`src/rtl/clock_defs.sv`:
```
// Constants and BCD step helper shared by the second/minute/hour stages of the clock chain.
package clock_defs;

    localparam int MIN1_MAX         = 9;
    localparam int MIN10_MAX        = 5;
    localparam int HOUR1_MAX        = 9;
    localparam int HOUR_WRAP_10     = 2;
    localparam int HOUR_WRAP_1      = 3;
    localparam int DEBOUNCE_DEFAULT = 250000;

    typedef logic [3:0] bcd_t;

    typedef struct packed {
        bcd_t tens;
        bcd_t ones;
    } bcd2_t;

    typedef struct packed {
        logic  wrap;
        bcd2_t val;
    } min_step_t;

    // >= compares let an out-of-range value fall back into 00..59.
    function automatic min_step_t min_step(input bcd2_t cur);
        min_step_t r;
        r      = '0;
        r.val  = cur;
        if (cur.ones >= 4'(MIN1_MAX)) begin
            r.val.ones = 4'd0;
            if (cur.tens >= 4'(MIN10_MAX)) begin
                r.val.tens = 4'd0;
                r.wrap     = 1'b1;
            end else begin
                r.val.tens = cur.tens + 4'd1;
            end
        end else begin
            r.val.ones = cur.ones + 4'd1;
        end
        return r;
    endfunction

endpackage

```
`src/rtl/btn_debounce.sv`:
```
// Push-button front end: 2-flop synchronizer, stable-count debounce and a
// registered one-cycle pulse on each debounced press.
module btn_debounce
    import clock_defs::*;
#(
    parameter int DEBOUNCE_CYCLES = DEBOUNCE_DEFAULT
) (
    input  logic clk,
    input  logic rst,
    input  logic btn_raw,
    output logic btn_pulse
);

    localparam int CW = $clog2(DEBOUNCE_CYCLES);
    localparam logic [CW-1:0] TERM = CW'(DEBOUNCE_CYCLES - 1);

    logic          sync1, sync2;
    logic          ok1, ok2;
    logic          armed;
    logic          db, db_q;
    logic [CW-1:0] cnt;

    always_ff @(posedge clk or negedge rst) begin
        if (!rst) begin
            sync1     <= 1'b0;
            sync2     <= 1'b0;
            ok1       <= 1'b0;
            ok2       <= 1'b0;
            armed     <= 1'b0;
            db        <= 1'b0;
            db_q      <= 1'b0;
            cnt       <= '0;
            btn_pulse <= 1'b0;
        end else begin
            sync1 <= btn_raw;
            sync2 <= sync1;
            // ok2 marks sync2 as a real sample rather than the reset value;
            // a press only counts once the button has been seen released,
            // so a button held across reset cannot fire.
            ok1   <= 1'b1;
            ok2   <= ok1;
            if (ok2 && !sync2)
                armed <= 1'b1;

            if (sync2 == db) begin
                cnt <= '0;
            end else if (cnt == TERM) begin
                db  <= sync2;
                cnt <= '0;
            end else begin
                cnt <= cnt + 1'b1;
            end

            db_q      <= db;
            btn_pulse <= db & ~db_q & armed;
        end
    end

endmodule

```
`src/rtl/minute.sv`:
```
// BCD minute counter: advances on the seconds-stage tick or the debounced
// minute-set button; only tick-driven 59->00 wraps carry into the hour stage.
module minute
    import clock_defs::*;
#(
    parameter int DEBOUNCE_CYCLES = DEBOUNCE_DEFAULT
) (
    input  logic       clk,
    input  logic       rst,
    input  logic       w_m,
    input  logic       mplus,
    output logic       w_h,
    output logic [3:0] min_10,
    output logic [3:0] min1
);

    logic      inc_req;
    logic      pending;
    bcd2_t     cnt;
    min_step_t nxt;

    btn_debounce #(
        .DEBOUNCE_CYCLES(DEBOUNCE_CYCLES)
    ) u_mplus (
        .clk      (clk),
        .rst      (rst),
        .btn_raw  (mplus),
        .btn_pulse(inc_req)
    );

    assign nxt = min_step(cnt);

    always_ff @(posedge clk or negedge rst) begin
        if (!rst) begin
            cnt     <= '0;
            pending <= 1'b0;
            w_h     <= 1'b0;
        end else begin
            w_h <= 1'b0;
            if (w_m) begin
                // Tick has priority; a colliding manual step waits in pending.
                cnt <= nxt.val;
                w_h <= nxt.wrap;
                if (inc_req)
                    pending <= 1'b1;
            end else if (inc_req || pending) begin
                cnt     <= nxt.val;
                pending <= pending & inc_req;
            end
        end
    end

    assign min_10 = cnt.tens;
    assign min1   = cnt.ones;

endmodule
```
`config.mk`:
```
export PLATFORM = sky130hd
export DESIGN_NAME = minute
export DESIGN_NICKNAME = d
export VERILOG_FILES = /design/src/rtl/clock_defs.sv /design/src/rtl/btn_debounce.sv /design/src/rtl/minute.sv
export SDC_FILE = /design/constraint.sdc
export NUM_CORES = 1
export LEC_CHECK = 0
export CORE_AREA = 2 2 57 59
export CTS_CLUSTER_DIAMETER = 150
export DETAILED_ROUTE_END_ITERATION = 7
export DIE_AREA = 0 0 59 61
export DONT_BUFFER_PORTS = 1
export HOLD_SLACK_MARGIN = 0.06
export PLACE_DENSITY = 0.8
export SLEW_MARGIN = 20
export SYNTH_ARGS = -nofsm -noshare
export SYNTH_HDL_FRONTEND = slang
export SYNTH_HIERARCHICAL = 1
export SYNTH_SLANG_ARGS = --single-unit
```
`constraint.sdc`:
```
create_clock -name clk -period 2.3 [get_ports clk]
set_input_delay 0.345 -clock clk [delete_from_list [all_inputs] [get_ports clk]]
set_output_delay 0.345 -clock clk [all_outputs]
set_load 0.02 [all_outputs]
```
==> Word-level counts from Yosys, hierarchy flattened <==
Cells that the tools add are included.
{ "totals": {"inputBits": 4, "ff_bits": 36, "elab_cells": 44, "out_inout_bits": 9} }
{ "classes": {"n_reduce_logical": 6, "n_eq_ne": 3, "order_cmp": 2, "n_mux": 12, "n_addsub": 3, "bitwise": 5} }
{ "op_table": {"columns": ["operator", "count"], "rows": [
  ["18-bit two-way mux", 2],
  ["18-bit by 1-bit adder with 18-bit output, second input constant", 1],
  ["18-bit equality test, second input constant", 1],
  ["8-bit two-way mux", 2],
  ["4-bit by 1-bit adder with 4-bit output, second input constant", 2],
  ["4-bit two-way mux", 2],
  ["1-bit two-way mux", 5],
  ["5-bit two-way mux", 1],
  ["4-bit by 3-bit greater-or-equal comparator with 1-bit output, second input constant", 1],
  ["4-bit greater-or-equal comparator, second input constant", 1],
  ["2-bit AND reduction", 2],
  ["1-bit bitwise AND", 3],
  ["2-bit by 1-bit != test with 1-bit output, second input constant", 1],
  ["1-bit inverter", 2],
  ["2-bit nonzero test", 1],
  ["1-bit equality test", 1],
  ["1-bit logical AND", 1],
  ["1-bit zero test", 1],
  ["1-bit logical OR", 1]
]} }

==> Depth between registers and ports, before layout <==
Gate-level depths: netlist of run 1.
{ "logic_depth": {"depth_word": 5, "depth_mapped": 6, "mapped_depth_nobuf": 5} }

==> Cells and area by module <==
The synthesis of run 1 kept the hierarchy.
{ "by_module_without_submodules": {"columns": ["mod", "cells_per_inst", "seq_area_each_um2", "area_per_inst_um2", "n_inst"], "rows": [
  ["btn_debounce", 106, 650.6, 1172.4, 1],
  ["minute", 53, 250.2, 564.3, 1]
]} }

==> Least setup slack after synthesis of run 1 <==
No wires, ideal clock.
{ "synth_timing": {"path_kind": "reg2reg", "start": "register cnt, in the netlist min1[0]", "end": "register cnt, in the netlist min_10[2]", "path_stages_with_launch": 6, "required_time_ns": 2.176, "setup_ns": 0.124, "path_slack_ns": 0.540, "period_less_slack_ns": 1.760, "path_buffers": 0, "arrival_time_ns": 1.636, "path_cell_list": "dfrtp_1 -> inv_1 -> ha_1 -> nor3b_2 -> or3_4 -> a211o_1"} }
{ "synth_via": {"elab_chain_len": 4} }
{ "synth_lines": {"columns": ["item", "line", "source"], "rows": [
  ["from (decl)", "minute.sv:19", "bcd2_t cnt;"],
  ["from (signal assigned)", "minute.sv:42", "cnt <= nxt.val;"],
  ["from (signal assigned)", "minute.sv:47", "cnt <= nxt.val;"],
  ["4-bit greater-or-equal comparator (*)", "clock_defs.sv:28", "if (cur.ones >= 4'(MIN1_MAX)) begin"],
  ["5-bit two-way mux (*)", "clock_defs.sv:28", null],
  ["8-bit two-way mux", "minute.sv:46", "end else if (inc_req || pending) begin"],
  ["8-bit two-way mux (*)", "minute.sv:40", "if (w_m) begin"]
]} }
Mark *: on every way between the ends. The rest lies on a longest branch, timed or not. The select of a mux whose other input is x is not followed.
A chain may end at the register's enable or synchronous reset.

==> Worst setup path in the final report of run 1 <==
{ "layout_timing": {"start": "register u_mplus.cnt[0]", "end": "register u_mplus.cnt[10]"} }
{ "layout_via": {"elab_chain_len": 3, "elab_cells_between_ends": 4, "classes_between": "add/sub (1); eq/ne (1); mux (2)"} }
{ "layout_lines": {"columns": ["item", "line", "source"], "rows": [
  ["from (decl)", "btn_debounce.sv:21", "logic [CW-1:0] cnt;"],
  ["from (signal assigned)", "btn_debounce.sv:51", "cnt <= cnt + 1'b1;"],
  ["18-bit by 1-bit adder with 18-bit output / 18-bit equality test (equally long branches)", "btn_debounce.sv:51, btn_debounce.sv:47", null],
  ["18-bit two-way mux (*)", "btn_debounce.sv:47", "end else if (cnt == TERM) begin"],
  ["18-bit two-way mux (*)", "btn_debounce.sv:45", "if (sync2 == db) begin"]
]} }
Mark *: on every way between the ends. The rest lies on a longest branch, timed or not.

==> metrics.txt, run 1 <==
outcome completed; Hold Crit Depth 1; Placer Congestion around 0.8; Hold Crit Class input port to register; Power Dens Cells 887 nW/um2; Clock Sinks 36; HP Start w_m; WS Path Type register to register; CTS Buf Count 5; Fin Clk Skew 0.00838 ns; Clock Latency Late Sink approximately 0.35 ns; initial antenna violation count 0; Critical Path Fanout Max 18; final hold vios 0; CTS Hold Bufs 3; post-route ant nets 0; setup total negative slack 0 ns; layout cells sized above 1 a little under an eighth; ant diodes 0; fmax ~530 MHz; Clock Path Buffers 2; critical path startpoint category register; core area about 3000 um2; Synth-to-Final Area Change 8.00%; grt total ovfl 0; VDD IR-drop max roughly 560 uV; Setup Buffers After CTS 0; CTS tree done; first-pass GRT wire length ~5000 um; Rows 20; via count around 1200; 1st-iter DRT viols 101; nets approximately 180; WP data required ~2.5 ns; Die ar. between 3000 and 4000 um2; Final setup viols 0; # IOs 13; max-cap viol count 0; hpwl dp 2170 um; post-route setup slack around 0.41 ns; register area share after synthesis roughly half; total track usage between 10% and 20%; post-layout min period approximately 1.9 ns; chip width 59 um; post-CTS resize count 0; Worst Tran Pin Value ~0.51 ns; post-route clock period utilization slightly above 80%; starting density of the core 58.8%; leak pwr approximately 0.00084 uW; drt total wl 3070 um; Crit. Startpoint u_mplus/cnt[0]$_DFF_PN0_; Max Slew Vio Count 0; syn_nets 170; r2r setup slk 0.41 ns; register bit total from synthesis 36; DR pass1 iterations 4; Yosys Warn Count 6; CTS root buffer clkbuf_4; Worst setup EP type register; RSZ-0062 raised after global routing no; Slew HR approximately 66%; Layout fillers 251; pre-CTS setup slack between 0.4 and 0.5 ns; Synth cell types 43; reg2reg end u_mplus/cnt[10]$_DFF_PN0_; depth of the worst register-to-register path 5; worst reg2reg startpoint u_mplus/cnt[0]$_DFF_PN0_; hold path endpoint w_h$_DFF_PN0_; CTS H-tree lvls 2; Syn Inst Count 159; Syn Std Cell Area ~1700 um2; Port Buffer Count 0; die height just over 60 um; clock transition at the registers of the reported paths between 0.1 and 0.15 ns; Avg WL per Cell approximately 15 um; Arr. time, crit path approximately 2.1 ns; Synth Area per Inst around 11 um2; number of global-route vias before repair roughly 1200; largest net degree at the start of global routing 37; DRC Markers 0; Vias/cell between 6 and 7
-- per-stage QoR --
step	std cells	hold WS, ns	util (%)	instance area [um2]	total power, uW
finish	200	0.152	63.5	1880	1660
global route	200	0.133	63.5	1880	1770
CTS	200	0.138	63.5	1880	1690
detailed placement	189	0.0503	59.3	1750	1210
global placement	189	0.0505	59.3	1750	1170
floorplan	159	0.0494	-	1740	1120
-- how the worst max path moves through the flow --
stage | endpoint | slack, ns
5_1_grt | u_mplus/cnt[5]$_DFF_PN0_ | 0.25
3_3_place_gp | min_10[2]$_DFFE_PN0P_ | 0.49
4_1_cts | min_10[2]$_DFFE_PN0P_ | 0.41
2_1_floorplan | min_10[2]$_DFFE_PN0P_ | 0.54
6_report | u_mplus/cnt[10]$_DFF_PN0_ | 0.41
3_5_place_dp | min_10[2]$_DFFE_PN0P_ | 0.44
-- power by group --
part / switching (uW) / internal, uW / total, uW
Combinational: 188 / 142 / 330
Clock: 220 / 232 / 452
Sequential: 178 / 703 / 882
-- synth_stat cells, drive strengths merged --
library cell | instances | area share (%)
dfrtp | 36 | 52
nand2b | 1 | 0.36
nand2 | 5 | 1.1
or4 | 1 | 0.43
and3 | 3 | 1.2
nand4b | 1 | 0.50
xnor2 | 4 | 2.0
nor3 | 1 | 0.29
nor4b | 2 | 1.0
ha | 7 | 5.0
or3 | 6 | 2.5
buf | 2 | 1.3
mux2i | 1 | 0.58
o21ai | 9 | 3.2
or3b | 1 | 0.50
nand3 | 8 | 2.6
nor2b | 1 | 0.36
nor4 | 2 | 0.72
and4 | 5 | 2.6
o31ai | 6 | 2.6
xor2 | 8 | 4.0
nor3b | 1 | 0.72
a211o | 2 | 1.0
conb | 1 | 0.22
inv | 9 | 1.9
o22ai | 1 | 0.36
and2 | 2 | 0.86
a21oi | 6 | 1.7
nand4 | 5 | 1.8
clkbuf | 1 | 0.22
nor2 | 14 | 3.0
a21o | 2 | 0.86
o211ai | 2 | 0.86
maj3 | 1 | 0.58
a41oi | 1 | 0.50
and3b | 1 | 0.50
-- critical path: stages, from the launching register on --
cell,delay (ns)
dfrtp_1,0.41
ha_1,0.21
and4_1,0.31
nand4_1,0.23
o21ai_4,0.47
nor2b_1,0.12
-- cell families (layout without fill, tap and decap cells) --
family                     Yosys count  after routing  share of synthesized area (%)
AOI/OAI and AO/OA                   29             29                           11.2
buffers and inverters               12             20                           3.46
DFF                                 36             36                           51.9
and+or+nand+nor                     60             60                           21.0
xor gates and xnor gates            12             12                           6.05
muxes                                1              1                          0.576
adders and majority gates            8              8                           5.62
other                                1              1                          0.216
-- cell type report --
type | count | area, um2 | share of cell area [%]
flip-flops and latches | 36 | 901 | 48.0
clock buffers | 5 | 37.5 | 2.00
clock inverters | 3 | 46.3 | 2.47
well taps | 33 | 41.3 | 2.20
multi-input cells | 111 | 776 | 41.4
repair buffers | 3 | 40.0 | 2.13
inverters | 9 | 33.8 | 1.80
-- cells in the final DEF (no fill, tap or decap), types with 4 or more instances in the layout --
cell type / n
dfrtp_1: 36
nor2_1: 14
inv_1: 8
o21ai_0: 8
xor2_1: 8
nand3_1: 7
ha_1: 7
o31ai_1: 6
a21oi_1: 6
nand2_1: 5
clkbuf_4: 5
nand4_1: 5
or3_1: 4
and4_1: 4
xnor2_1: 4
-- layer usage --
metal	vias up	routed length, um	part of all wire, %	track usage (%)
met5	-	0	0	0
met4	0	48	1.6	7.79
met3	7	186	6.1	7.68
met2	41	1600	52	34.1
met1	593	1230	40	21.2
li1	585	-	-	-
-- sequential cells by signal, summed over array words and instances, names as in the netlist --
name and flops:
u_mplus/ok1 1, u_mplus/cnt 18, w_h 1, u_mplus/sync1 1, u_mplus/sync2 1, min1 4
u_mplus/btn_pulse 1, pending 1, u_mplus/db_q 1, min_10 4, u_mplus/db 1, u_mplus/armed 1
u_mplus/ok2 1
(Power assumes the default switching activity.)
==> inputs of run 2 (changes only) <==
==> constraint.sdc (replaced) <==
create_clock -name clk -period 1.9 [get_ports clk]
set_input_delay 0.285 -clock clk [delete_from_list [all_inputs] [get_ports clk]]
set_output_delay 0.285 -clock clk [all_outputs]
set_load 0.02 [all_outputs]
==> metrics.txt, run 2 (synthesis gave the netlist of run 1 again) <==
chip width 59 um (unchanged); Critical Path Fanout Max 18 (unchanged); ant diodes 0 (unchanged); Clock Latency Late Sink 0.34 ns (was 0.35 ns); Rows 20 (unchanged); post-route clock period utilization 87.2% (was 82.1%); cell family with most CP delay simple AND/OR/NAND/NOR gates (unchanged); clock transition at the registers of the reported paths 0.11 ns (was 0.12 ns); final hold vios 0 (unchanged); critical path, cell by cell ha_1 > and4_1 > nand4_1 > o21ai_4 > buf_12 > nor2_1 (was ha_1 > and4_1 > nand4_1 > o21ai_4 > nor2b_1); Fin Clk Skew 0.0130 ns (was 0.00838 ns); Crit. Startpoint u_mplus/cnt[0]$_DFF_PN0_ (unchanged); Worst path max stage delay 0.40 ns (was 0.47 ns); max reg flops 18 (unchanged); Clock Sinks 36 (unchanged); Avg WL per Cell 15.5 um (was 15.3 um); Arr. time, crit path 1.89 ns (was 2.11 ns); WS Path Type register to register (unchanged); initial antenna violation count 0 (unchanged); RSZ-0062 raised after global routing no (unchanged); leak pwr 0.000869 uW (was 0.000839 uW); Max Slew Vio Count 0 (unchanged); total track usage 19.7% (was 19.5%); Die ar. 3600 um2 (unchanged); Clk pwr share 25.4% (was 27.2%); CTS tree done (unchanged); core area 2950 um2 (unchanged); Placer Congestion 0.796 (was 0.805); post-route setup slack 0.243 ns (was 0.413 ns); Int Pwr 1340 uW (was 1080 uW); Comb pwr share 24.4% (was 19.9%); Final setup viols 0 (unchanged); Power Dens Cells 1070 nW/um2 (was 887 nW/um2); nets 182 (was 177); Synth-to-Final Area Change 10.4% (was 8.00%); Clock Path Buffers 2 (unchanged); commonest non-fill, non-tap cell in the layout dfrtp_1 (unchanged); hpwl dp 2280 um (was 2170 um); pre-CTS setup slack 0.0487 ns (was 0.440 ns); Seq pwr share 50.2% (was 53.0%); via count 1255 (was 1226); layout cells sized above 1 14.0% (was 12.0%); starting density of the core 58.8% (unchanged); critical path depth 6 (was 5); footprint of the multi-input gates 776 um2 (unchanged); Layout fillers 245 (was 251); Slew HR 67.0% (was 65.7%); depth of the worst register-to-register path 6 (was 5); Port Buffer Count 0 (unchanged); Worst setup EP type register (unchanged); most frequent cells in the layout dfrtp_1, nor2_1, inv_1, o21ai_0, xor2_1 (unchanged); Post-Layout Cell Count 205 (was 200); outcome completed (unchanged); # IOs 13 (unchanged); fmax 604 MHz (was 530 MHz); Slowest-stage cell, CP dfrtp_1 (was o21ai_4); r2r setup slk 0.24 ns (was 0.41 ns); Net Sw Frac 34.5% (was 35.2%); VDD IR-drop max 498 uV (was 557 uV); max-cap viol count 0 (unchanged); DRC Markers 0 (unchanged); 1st-iter DRT viols 48 (was 101); grt total ovfl 0 (unchanged); setup total negative slack 0 ns (unchanged); WP data required 2.13 ns (was 2.52 ns); Worst Tran Pin Value 0.491 ns (was 0.510 ns); drt total wl 3180 um (was 3070 um); CTS root buffer clkbuf_4 (unchanged); reg2reg end u_mplus/cnt[6]$_DFF_PN0_ (was u_mplus/cnt[10]$_DFF_PN0_); worst reg2reg startpoint u_mplus/cnt[0]$_DFF_PN0_ (unchanged); critical path startpoint category register (unchanged); first-pass GRT wire length 5150 um (was 5020 um); Vias/cell 6.12 (was 6.13); Hold Slack 0.0958 ns (was 0.152 ns); FF/Latch Area 901 um2 (unchanged); Hold Crit Class input port to register (unchanged); CTS H-tree lvls 2 (unchanged); die height 61 um (unchanged); Buf/Inv on CP 1 (was 0); largest net degree at the start of global routing 37 (unchanged); Psw 709 uW (was 586 uW); most flop-heavy register u_mplus/cnt (unchanged); DR pass1 iterations 4 (unchanged); placed insts 193 (was 189); CTS Buf Count 5 (unchanged); post-route ant nets 0 (unchanged); post-layout min period 1.66 ns (was 1.89 ns); end of the critical path u_mplus/cnt[6]$_DFF_PN0_ (was u_mplus/cnt[10]$_DFF_PN0_); number of global-route vias before repair 1219 (was 1174)
[run 2: cell types whose count changed in the layout (fill, tap and decap cells not counted), sizes merged]
cell      before  now
inv           10    9
buf            1    6
clkbuf         5    6
clkinvlp       1    0
clkinv         0    1
[run 2: how the worst min path moves through the flow]
stage | slack, ns | endpoint | start | cells after the start
after floorplan | -0.01 | min1[0]$_DFFE_PN0P_ | rst | 0
after global placement | -0.009 | min1[3]$_DFFE_PN0P_ | rst | 0
after detailed placement | -0.01 | min1[1]$_DFFE_PN0P_ | rst | 0
after CTS | 0.09 | w_h$_DFF_PN0_ | w_m | 1
after global routing | 0.1 | w_h$_DFF_PN0_ | w_m | 1
final | 0.1 | w_h$_DFF_PN0_ | w_m | 1
[run 2: final cells by class]
cell class / instances / area share [%]
multi-input cells: 111 / 40.4
repair buffers: 8 / 4.70
inverters: 9 / 1.76
clock inverters: 2 / 1.83
clock buffers: 6 / 2.15
well taps: 33 / 2.15
flip-flops and latches: 36 / 47.0
[run 2: stage by stage]
| step | area (um2) | utilization [%] | total power [uW] |
|---|---|---|---|
| finish | 1920 | 65.0 | 2050 |
| global route | 1920 | 65.0 | 2170 |
| CTS | 1900 | 64.3 | 2070 |
| detailed placement | 1780 | 60.3 | 1520 |
| global placement | 1780 | 60.3 | 1460 |
| floorplan | 1740 | - | 1350 |
[run 2: per-layer routing]
layer	up-vias	share of wire [%]	GRT usage (%)
met5	-	0	0
met4	0	1.4	6.82
met3	5	3.6	5.33
met2	28	56	37.6
met1	627	39	20.8
li1	595	-	-
[run 2: repair_timing]
item	CTS	global route
hold buffers	3	0
buffers inserted	0	1
gates resized for setup	0	0
endpoints found under the setup margin	0	18
hold endpoints to repair	37	0
[run 2: power by group through the flow]
| stage | sequential (uW) | combinational, uW | clock [uW] |
|---|---|---|---|
| after floorplan | 1060 | 298 | 0 |
| after global placement | 1030 | 429 | 0 |
| after detailed placement | 1050 | 473 | 0 |
| after CTS | 1030 | 500 | 537 |
| after global routing | 1040 | 555 | 565 |
| final | 1030 | 501 | 521 |
[run 2: worst reg2reg max path, stage by stage, from the launching register on]
cell and delay [ns]:
dfrtp_1 0.40, ha_1 0.21, and4_1 0.31, nand4_1 0.22
o21ai_4 0.20, buf_12 0.16, nor2_1 0.06
